--- config.mk ---
export PLATFORM = sky130hd
export DESIGN_NAME = advanced_counter_core_flat
export DESIGN_NICKNAME = d
export VERILOG_FILES = /design/src/rtl/advanced_counter_core_pkg.sv /design/src/rtl/advanced_counter_core_if.sv /design/src/rtl/advanced_counter_core_pulse_prescaler.sv /design/src/rtl/advanced_counter_core.sv /design/src/flat_wrapper.sv
export SDC_FILE = /design/constraint.sdc
export NUM_CORES = 1
export LEC_CHECK = 0
export CORE_ASPECT_RATIO = 0.5
export CORE_MARGIN = 2
export CORE_UTILIZATION = 45
export CTS_CLUSTER_DIAMETER = 200
export CTS_CLUSTER_SIZE = 12
export DETAILED_ROUTE_END_ITERATION = 8
export PLACE_DENSITY_LB_ADDON = 0.2
export SKIP_LAST_GASP = 1
export SLEW_MARGIN = 20
export SYNTH_ARGS = -nofsm -noshare
export SYNTH_HDL_FRONTEND = slang
export SYNTH_SLANG_ARGS = --single-unit
--- constraint.sdc ---
create_clock -name clk -period 2.7 [get_ports clk]
set_input_delay 0.54 -clock clk [delete_from_list [all_inputs] [get_ports clk]]
set_output_delay 0.54 -clock clk [all_outputs]
set_load 0.02 [all_outputs]
--- src/rtl/advanced_counter_core_pkg.sv ---
// Shared constants for the advanced counter slice.
// Default widths, prescaler width and direction encodings.
package advanced_counter_core_pkg;

   localparam int DEF_WIDTH = 8;
   localparam int DEF_PRESCALE = 1;
   localparam int PS_W = 8;

   localparam logic DIR_UP = 1'b1;
   localparam logic DIR_DOWN = 1'b0;

endpackage

--- src/rtl/advanced_counter_core_if.sv ---
// Control/status bundle of the counting stage.
// master: upstream driver; slave: advanced_counter_core.
interface advanced_counter_core_if #(
   parameter int WIDTH = 8
);
   logic             inc_clk;
   logic             ref_clk;
   logic             enable;
   logic             dir;
   logic             clear;
   logic             load;
   logic [WIDTH-1:0] load_val;
   logic [WIDTH-1:0] max_val;
   logic [WIDTH-1:0] count;
   logic [WIDTH-1:0] display_val;
   logic             overflow;
   logic             underflow;

   modport master (
      output inc_clk, ref_clk, enable, dir,
      output clear, load, load_val, max_val,
      input  count, display_val,
      input  overflow, underflow
   );

   modport slave (
      input  inc_clk, ref_clk, enable, dir,
      input  clear, load, load_val, max_val,
      output count, display_val,
      output overflow, underflow
   );
endinterface

--- src/rtl/advanced_counter_core_pulse_prescaler.sv ---
// pulse_prescaler: emits tick on every PRESCALE-th enabled pulse.
// Ports: clk, reset (async, low), pulse, enable, sclr -> tick.
module pulse_prescaler
   import advanced_counter_core_pkg::*;
#(
   parameter int PRESCALE = 1
) (
   input  logic clk,
   input  logic reset,
   input  logic pulse,
   input  logic enable,
   input  logic sclr,
   output logic tick
);

   localparam logic [PS_W-1:0] LAST = PS_W'(PRESCALE - 1);

   logic [PS_W-1:0] pcnt;
   logic            hit;

   assign hit  = pulse && enable;
   assign tick = hit && (pcnt == LAST);

   // enable low holds the partial count
   always_ff @(posedge clk or negedge reset) begin
      if (!reset) begin
         pcnt <= '0;
      end else if (sclr) begin
         pcnt <= '0;
      end else if (hit) begin
         pcnt <= tick ? '0 : pcnt + 1'b1;
      end
   end

endmodule

--- src/rtl/advanced_counter_core.sv ---
// Up/down modulo counter with load, clear, prescaler, flags, display latch.
// Ports: clk, reset (async, low), bus (slave). Macro: COUNTER_SATURATE_EN.
module advanced_counter_core
   import advanced_counter_core_pkg::*;
#(
   parameter int WIDTH = DEF_WIDTH,
   parameter int PRESCALE = DEF_PRESCALE
) (
   input  logic clk,
   input  logic reset,
   advanced_counter_core_if.slave bus
);

   logic [WIDTH-1:0] cnt;
   logic [WIDTH-1:0] disp;
   logic [WIDTH-1:0] lim;
   logic             ovf;
   logic             unf;
   logic             tick;

   pulse_prescaler #(
      .PRESCALE (PRESCALE)
   ) u_pre (
      .clk    (clk),
      .reset  (reset),
      .pulse  (bus.inc_clk),
      .enable (bus.enable),
      .sclr   (bus.clear | bus.load),
      .tick   (tick)
   );

   always_comb begin
      lim = bus.load_val;
      if (bus.load_val > bus.max_val)
         lim = bus.max_val;
   end

   always_ff @(posedge clk or negedge reset) begin
      if (!reset) begin
         cnt  <= '0;
         disp <= '0;
         ovf  <= 1'b0;
         unf  <= 1'b0;
      end else begin
         ovf <= 1'b0;
         unf <= 1'b0;
         // latch the value before this edge's update
         if (bus.ref_clk)
            disp <= cnt;
         if (bus.clear) begin
            cnt <= '0;
         end else if (bus.load) begin
            cnt <= lim;
         end else if (tick) begin
            if (bus.dir == DIR_UP) begin
               if (cnt >= bus.max_val) begin
`ifdef COUNTER_SATURATE_EN
                  cnt <= bus.max_val;
`else
                  cnt <= '0;
`endif
                  ovf <= 1'b1;
               end else begin
                  cnt <= cnt + 1'b1;
               end
            end else begin
               if (cnt == '0) begin
`ifdef COUNTER_SATURATE_EN
                  cnt <= '0;
`else
                  cnt <= bus.max_val;
`endif
                  unf <= 1'b1;
               end else if (cnt > bus.max_val) begin
                  // limit lowered under us: snap down, silently
                  cnt <= bus.max_val;
               end else begin
                  cnt <= cnt - 1'b1;
               end
            end
         end
      end
   end

   assign bus.count       = cnt;
   assign bus.display_val = disp;
   assign bus.overflow    = ovf;
   assign bus.underflow   = unf;

endmodule
--- src/flat_wrapper.sv ---
// flat-port wrapper written by rule: the top's interface ports become plain ports
module advanced_counter_core_flat import advanced_counter_core_pkg::*;
#(
   parameter int WIDTH = DEF_WIDTH,
   parameter int PRESCALE = DEF_PRESCALE
)
  (clk, reset, bus_inc_clk, bus_ref_clk, bus_enable, bus_dir, bus_clear, bus_load, bus_load_val, bus_max_val, bus_count, bus_display_val, bus_overflow, bus_underflow);
  advanced_counter_core_if #(.WIDTH(WIDTH)) bus_i ();
  input  logic clk;
  input  logic reset;
  input wire logic [$bits(bus_i.inc_clk)-1:0] bus_inc_clk;
  input wire logic [$bits(bus_i.ref_clk)-1:0] bus_ref_clk;
  input wire logic [$bits(bus_i.enable)-1:0] bus_enable;
  input wire logic [$bits(bus_i.dir)-1:0] bus_dir;
  input wire logic [$bits(bus_i.clear)-1:0] bus_clear;
  input wire logic [$bits(bus_i.load)-1:0] bus_load;
  input wire logic [$bits(bus_i.load_val)-1:0] bus_load_val;
  input wire logic [$bits(bus_i.max_val)-1:0] bus_max_val;
  output wire logic [$bits(bus_i.count)-1:0] bus_count;
  output wire logic [$bits(bus_i.display_val)-1:0] bus_display_val;
  output wire logic [$bits(bus_i.overflow)-1:0] bus_overflow;
  output wire logic [$bits(bus_i.underflow)-1:0] bus_underflow;
  assign bus_i.inc_clk = bus_inc_clk;
  assign bus_i.ref_clk = bus_ref_clk;
  assign bus_i.enable = bus_enable;
  assign bus_i.dir = bus_dir;
  assign bus_i.clear = bus_clear;
  assign bus_i.load = bus_load;
  assign bus_i.load_val = bus_load_val;
  assign bus_i.max_val = bus_max_val;
  assign bus_count = bus_i.count;
  assign bus_display_val = bus_i.display_val;
  assign bus_overflow = bus_i.overflow;
  assign bus_underflow = bus_i.underflow;
  advanced_counter_core #(.WIDTH(WIDTH), .PRESCALE(PRESCALE)) u_core (.clk(clk), .reset(reset), .bus(bus_i));
endmodule
==> results.md <==
CTS:
- The clock reaches the later pin of the worst-skew pair after 290 ps.
- The clock drives 26 sinks.
- The clock passes through at most 2 buffers.
- TritonCTS built the clock tree.
- The number of buffers inserted during clock tree synthesis is 3.
- CTS built an H-tree with a depth of 1.
- The root buffer cell is sky130_fd_sc_hd__clkbuf_8.
- Buffers inserted to repair hold after CTS numbered 0.
- Clock-pin slew was measured on the worst setup and hold paths at 110 ps.

Logic synthesis:
- The flip-flop and latch count after synthesis is 26.
- The average instance in the mapped netlist occupies 8.668 µm².
- The yosys synthesis warning count is 0.
- The count of distinct cell types in the synthesized netlist is 48.
- The cell area after synthesis is 0.002158 mm².
- The flip-flop cell with the highest count after synthesis is sky130_fd_sc_hd__dfrtp_1.
- After technology mapping, the gate count stands at 249.
- The number of flops mapped to enable cells by yosys is 0.
- The number of nets in the synthesized netlist is 294.
- After synthesis, flip-flops and latches occupy 30.14% of the total area.
- The fraction of registers with async set/reset is 100.0%.

Setup path:
- The class of the most critical setup path is in2reg.
- The worst register-to-register path begins at u_core.bus.count[1].
- The capturing element type of the critical path is a register.
- The destination of the critical timing path is u_core.bus.count[2].
- The critical path startpoint is bus_max_val[2].
- The worst reg-to-reg path cell count is 9.
- In this run the critical register-to-register path is captured at u_core.bus.count[0].
- Across all register-to-register paths, the minimum setup slack is 260 ps.
- The maximum net fanout on the critical path is 5.
- The required time of the worst setup path is 2940 ps.
- The arrival time at the worst endpoint is 2880 ps.
- The startpoint type of the worst setup path is a primary input.

Final layout:
- The fill cell total of the finished layout is 377.
- The sequential cells in the finished layout cover a total of 650.6 µm².
- The fraction of layout cells with a size suffix above 1 is 24.85%.
- In the final layout, the multi-input gates occupy 0.001501 mm².
- The number of nets in the layout is 372.
- The antenna cell count is 0.
- The area growth from synthesis to layout is 44.00%.

Timing:
- The setup slack of the critical path after layout is 57.05 ps.
- At the pin with the least slew margin, the transition time is 384.3 ps.
- The final setup violation count is 0.
- The highest clock rate is 378.4 MHz.
- The final count of hold timing violations is 0.
- The final critical delay including setup and external delays is 2643 ps.
- The final number of max-transition violations is 0.
- The fraction of the cycle the final worst path needs is 97.89%.
- Measured against its own limit, the worst slew margin works out to 74.38%.
- The worst-case clock skew is 11.89 ps.

Status:
- The flow ran to the end, and the final reports show no timing, DRC or antenna violations.

GRT:
- The global-route wire length before repair is 9839 µm.
- The pin count of the biggest net entering global routing is 27.
- Global routing used 23.53% of the available tracks across all layers.
- The sum of overflow across all layers after global routing is 0.
- The number of global-route vias before repair came to 2080.
- The initial antenna violation count is 0.

Worst hold path:
- The startpoint of the most critical hold path is u_core.bus.display_val[6].
- The min-delay analysis places its worst path in the category reg2reg.

Power and ir drop:
- Total power for the finished layout comes to 1409 µW.
- The maximum vdd ir drop is 0.0002472 V.
- Dividing total power by cell area gives a power density of 453.3 mW/mm².
- In this run the static leakage power is 0.001361 µW.

Die:
- The number of top-level design ports is 42.
- The standard-cell row count is 17.
- The overall die area is 0.005400 mm².
- The initial standard-cell utilization of the core is 47.86%.
- The floorplan step set the die width to 101.9 µm.
- The height of the chip is 52.97 µm.
- The floorplan step defined a core boundary enclosing 0.004509 mm².

Detailed routing:
- The total routed wirelength is 6325 µm.
- Before antenna repair, the detailed router went through 5 iterations.
- The DRC violation count after routing is 0.
- The initial detailed-routing violation count is 173.
- The final route contains 2202 vias.
- The average wire per cell in the routed design is 16.14 µm.
- Using the TritonRoute via totals, the vias-per-cell ratio works out to 5.617.
- Once detail routing completed, the nets flagged for antenna violations numbered 0.

Flow run:
- The reported max-cap violation count is 0.

Placed design:
- The placed wire-length estimate after detailed placement is 4748 µm.
- The count of input and output buffers is 41.
- The final weighted congestion in routability-driven placement is 0.9492.
- The pre-CTS setup slack is -331.4 ps.
[sequential cells by signal (all words and copies together) (netlist names)]
name                    cells
u_core.bus.display_val      8
u_core.bus.count            8
u_core.bus.underflow        1
u_core.u_pre.pcnt           8
u_core.bus.overflow         1
[what timing repair did]
action | CTS | global route
gates resized for setup | 1 | 18
setup buffers | 0 | 3
endpoints found under the setup margin | 5 | 7
pin swaps | 1 | 13
[where the power goes]
part	internal [µW]	switching (µW)	leakage, µW
Combinational	306	322	0.000972
Sequential	416	21.7	0.000353
Clock	199	144	0.0000357
[kinds of logic after synthesis]
kind of cell / Yosys count / share of synthesized area [%]
AND/OR/NAND/NOR: 90 / 20.87
AO/OA/AOI/OAI: 62 / 21.39
buffers and inverters: 27 / 4.985
flip-flops: 26 / 30.14
adder cells (fa/ha/maj): 21 / 12.17
XOR/XNOR: 12 / 4.870
multiplexers: 11 / 5.565
[layout by cell type (no fill, tap or decap), drive strengths merged, types with 3 or more instances in the layout]
master and n:
o31a 3, nor3 17, nand2 22, xor2 6, o211ai 3, o21ai 12, xnor2 6, clkbuf 3
and3 4, mux2 8, ha 21, nand4 6, a21oi 17, nor2 22, mux2i 3, nand3 5
and2 3, nor2b 3, clkdlybuf4s50 41, a221oi 5, inv 18, a211oi 6, dfrtp 26, buf 41
[metrics by stage]
stage               utilization, %  setup TNS (ps)  hold WS [ps]  cells  cell area (µm²)
global placement             64.23           -1736         488.8    385             2897
CTS                          65.87               0         516.4    389             2970
finish                       68.92               0         515.2    392             3108
floorplan                        -               0         244.4    249             2158
detailed placement           64.23           -2322         493.9    385             2897
global route                 68.92          -118.9         526.9    392             3108
[area by class of cell]
type | count | area share (%)
Tap cell | 66 | 2.657
Clock buffer | 3 | 1.329
Clock inverter | 1 | 0.9662
Sequential cell | 26 | 20.93
Inverter | 18 | 2.174
Multi-Input combinational cell | 196 | 48.31
Timing Repair Buffer | 82 | 23.63
[routing by layer]
metal	routed length [µm]	GRT usage, %
met1	3019	34.58
met2	2712	38.05
met3	528	4.095
met4	65	1.333
met5	0	0
[synthesized netlist by cell type (all sizes together) (8+ instances only)]
| cell type | count | area [µm²] |
|---|---|---|
| dfrtp | 26 | 650.6 |
| nand2 | 22 | 82.58 |
| nor2 | 22 | 82.58 |
| ha | 21 | 262.8 |
| inv | 18 | 67.56 |
| a21oi | 17 | 96.35 |
| nor3 | 17 | 95.09 |
| o21ai | 12 | 60.05 |
| mux2 | 8 | 90.09 |
[worst max-delay path, cell delays in order]
cell and delay, ps:
sky130_fd_sc_hd__clkdlybuf4s50_1 480, sky130_fd_sc_hd__inv_1 110, sky130_fd_sc_hd__ha_1 330, sky130_fd_sc_hd__nand4_1 180
sky130_fd_sc_hd__o21a_1 270, sky130_fd_sc_hd__nor3_2 350, sky130_fd_sc_hd__buf_4 200, sky130_fd_sc_hd__nor2_1 40
sky130_fd_sc_hd__a211oi_1 210, sky130_fd_sc_hd__o31a_1 160
[worst min-delay path by stage]
stage	endpoint	slack (ps)	cells past startpoint
after floorplan	u_core.bus.count[0]	240	0
after global placement	u_core.bus.display_val[4]	490	1
after detailed placement	u_core.bus.display_val[6]	490	1
after CTS	u_core.bus.display_val[6]	520	1
final	u_core.bus.display_val[6]	520	1
after global routing	u_core.bus.display_val[5]	530	1
Power figures use the tool's default switching activity.
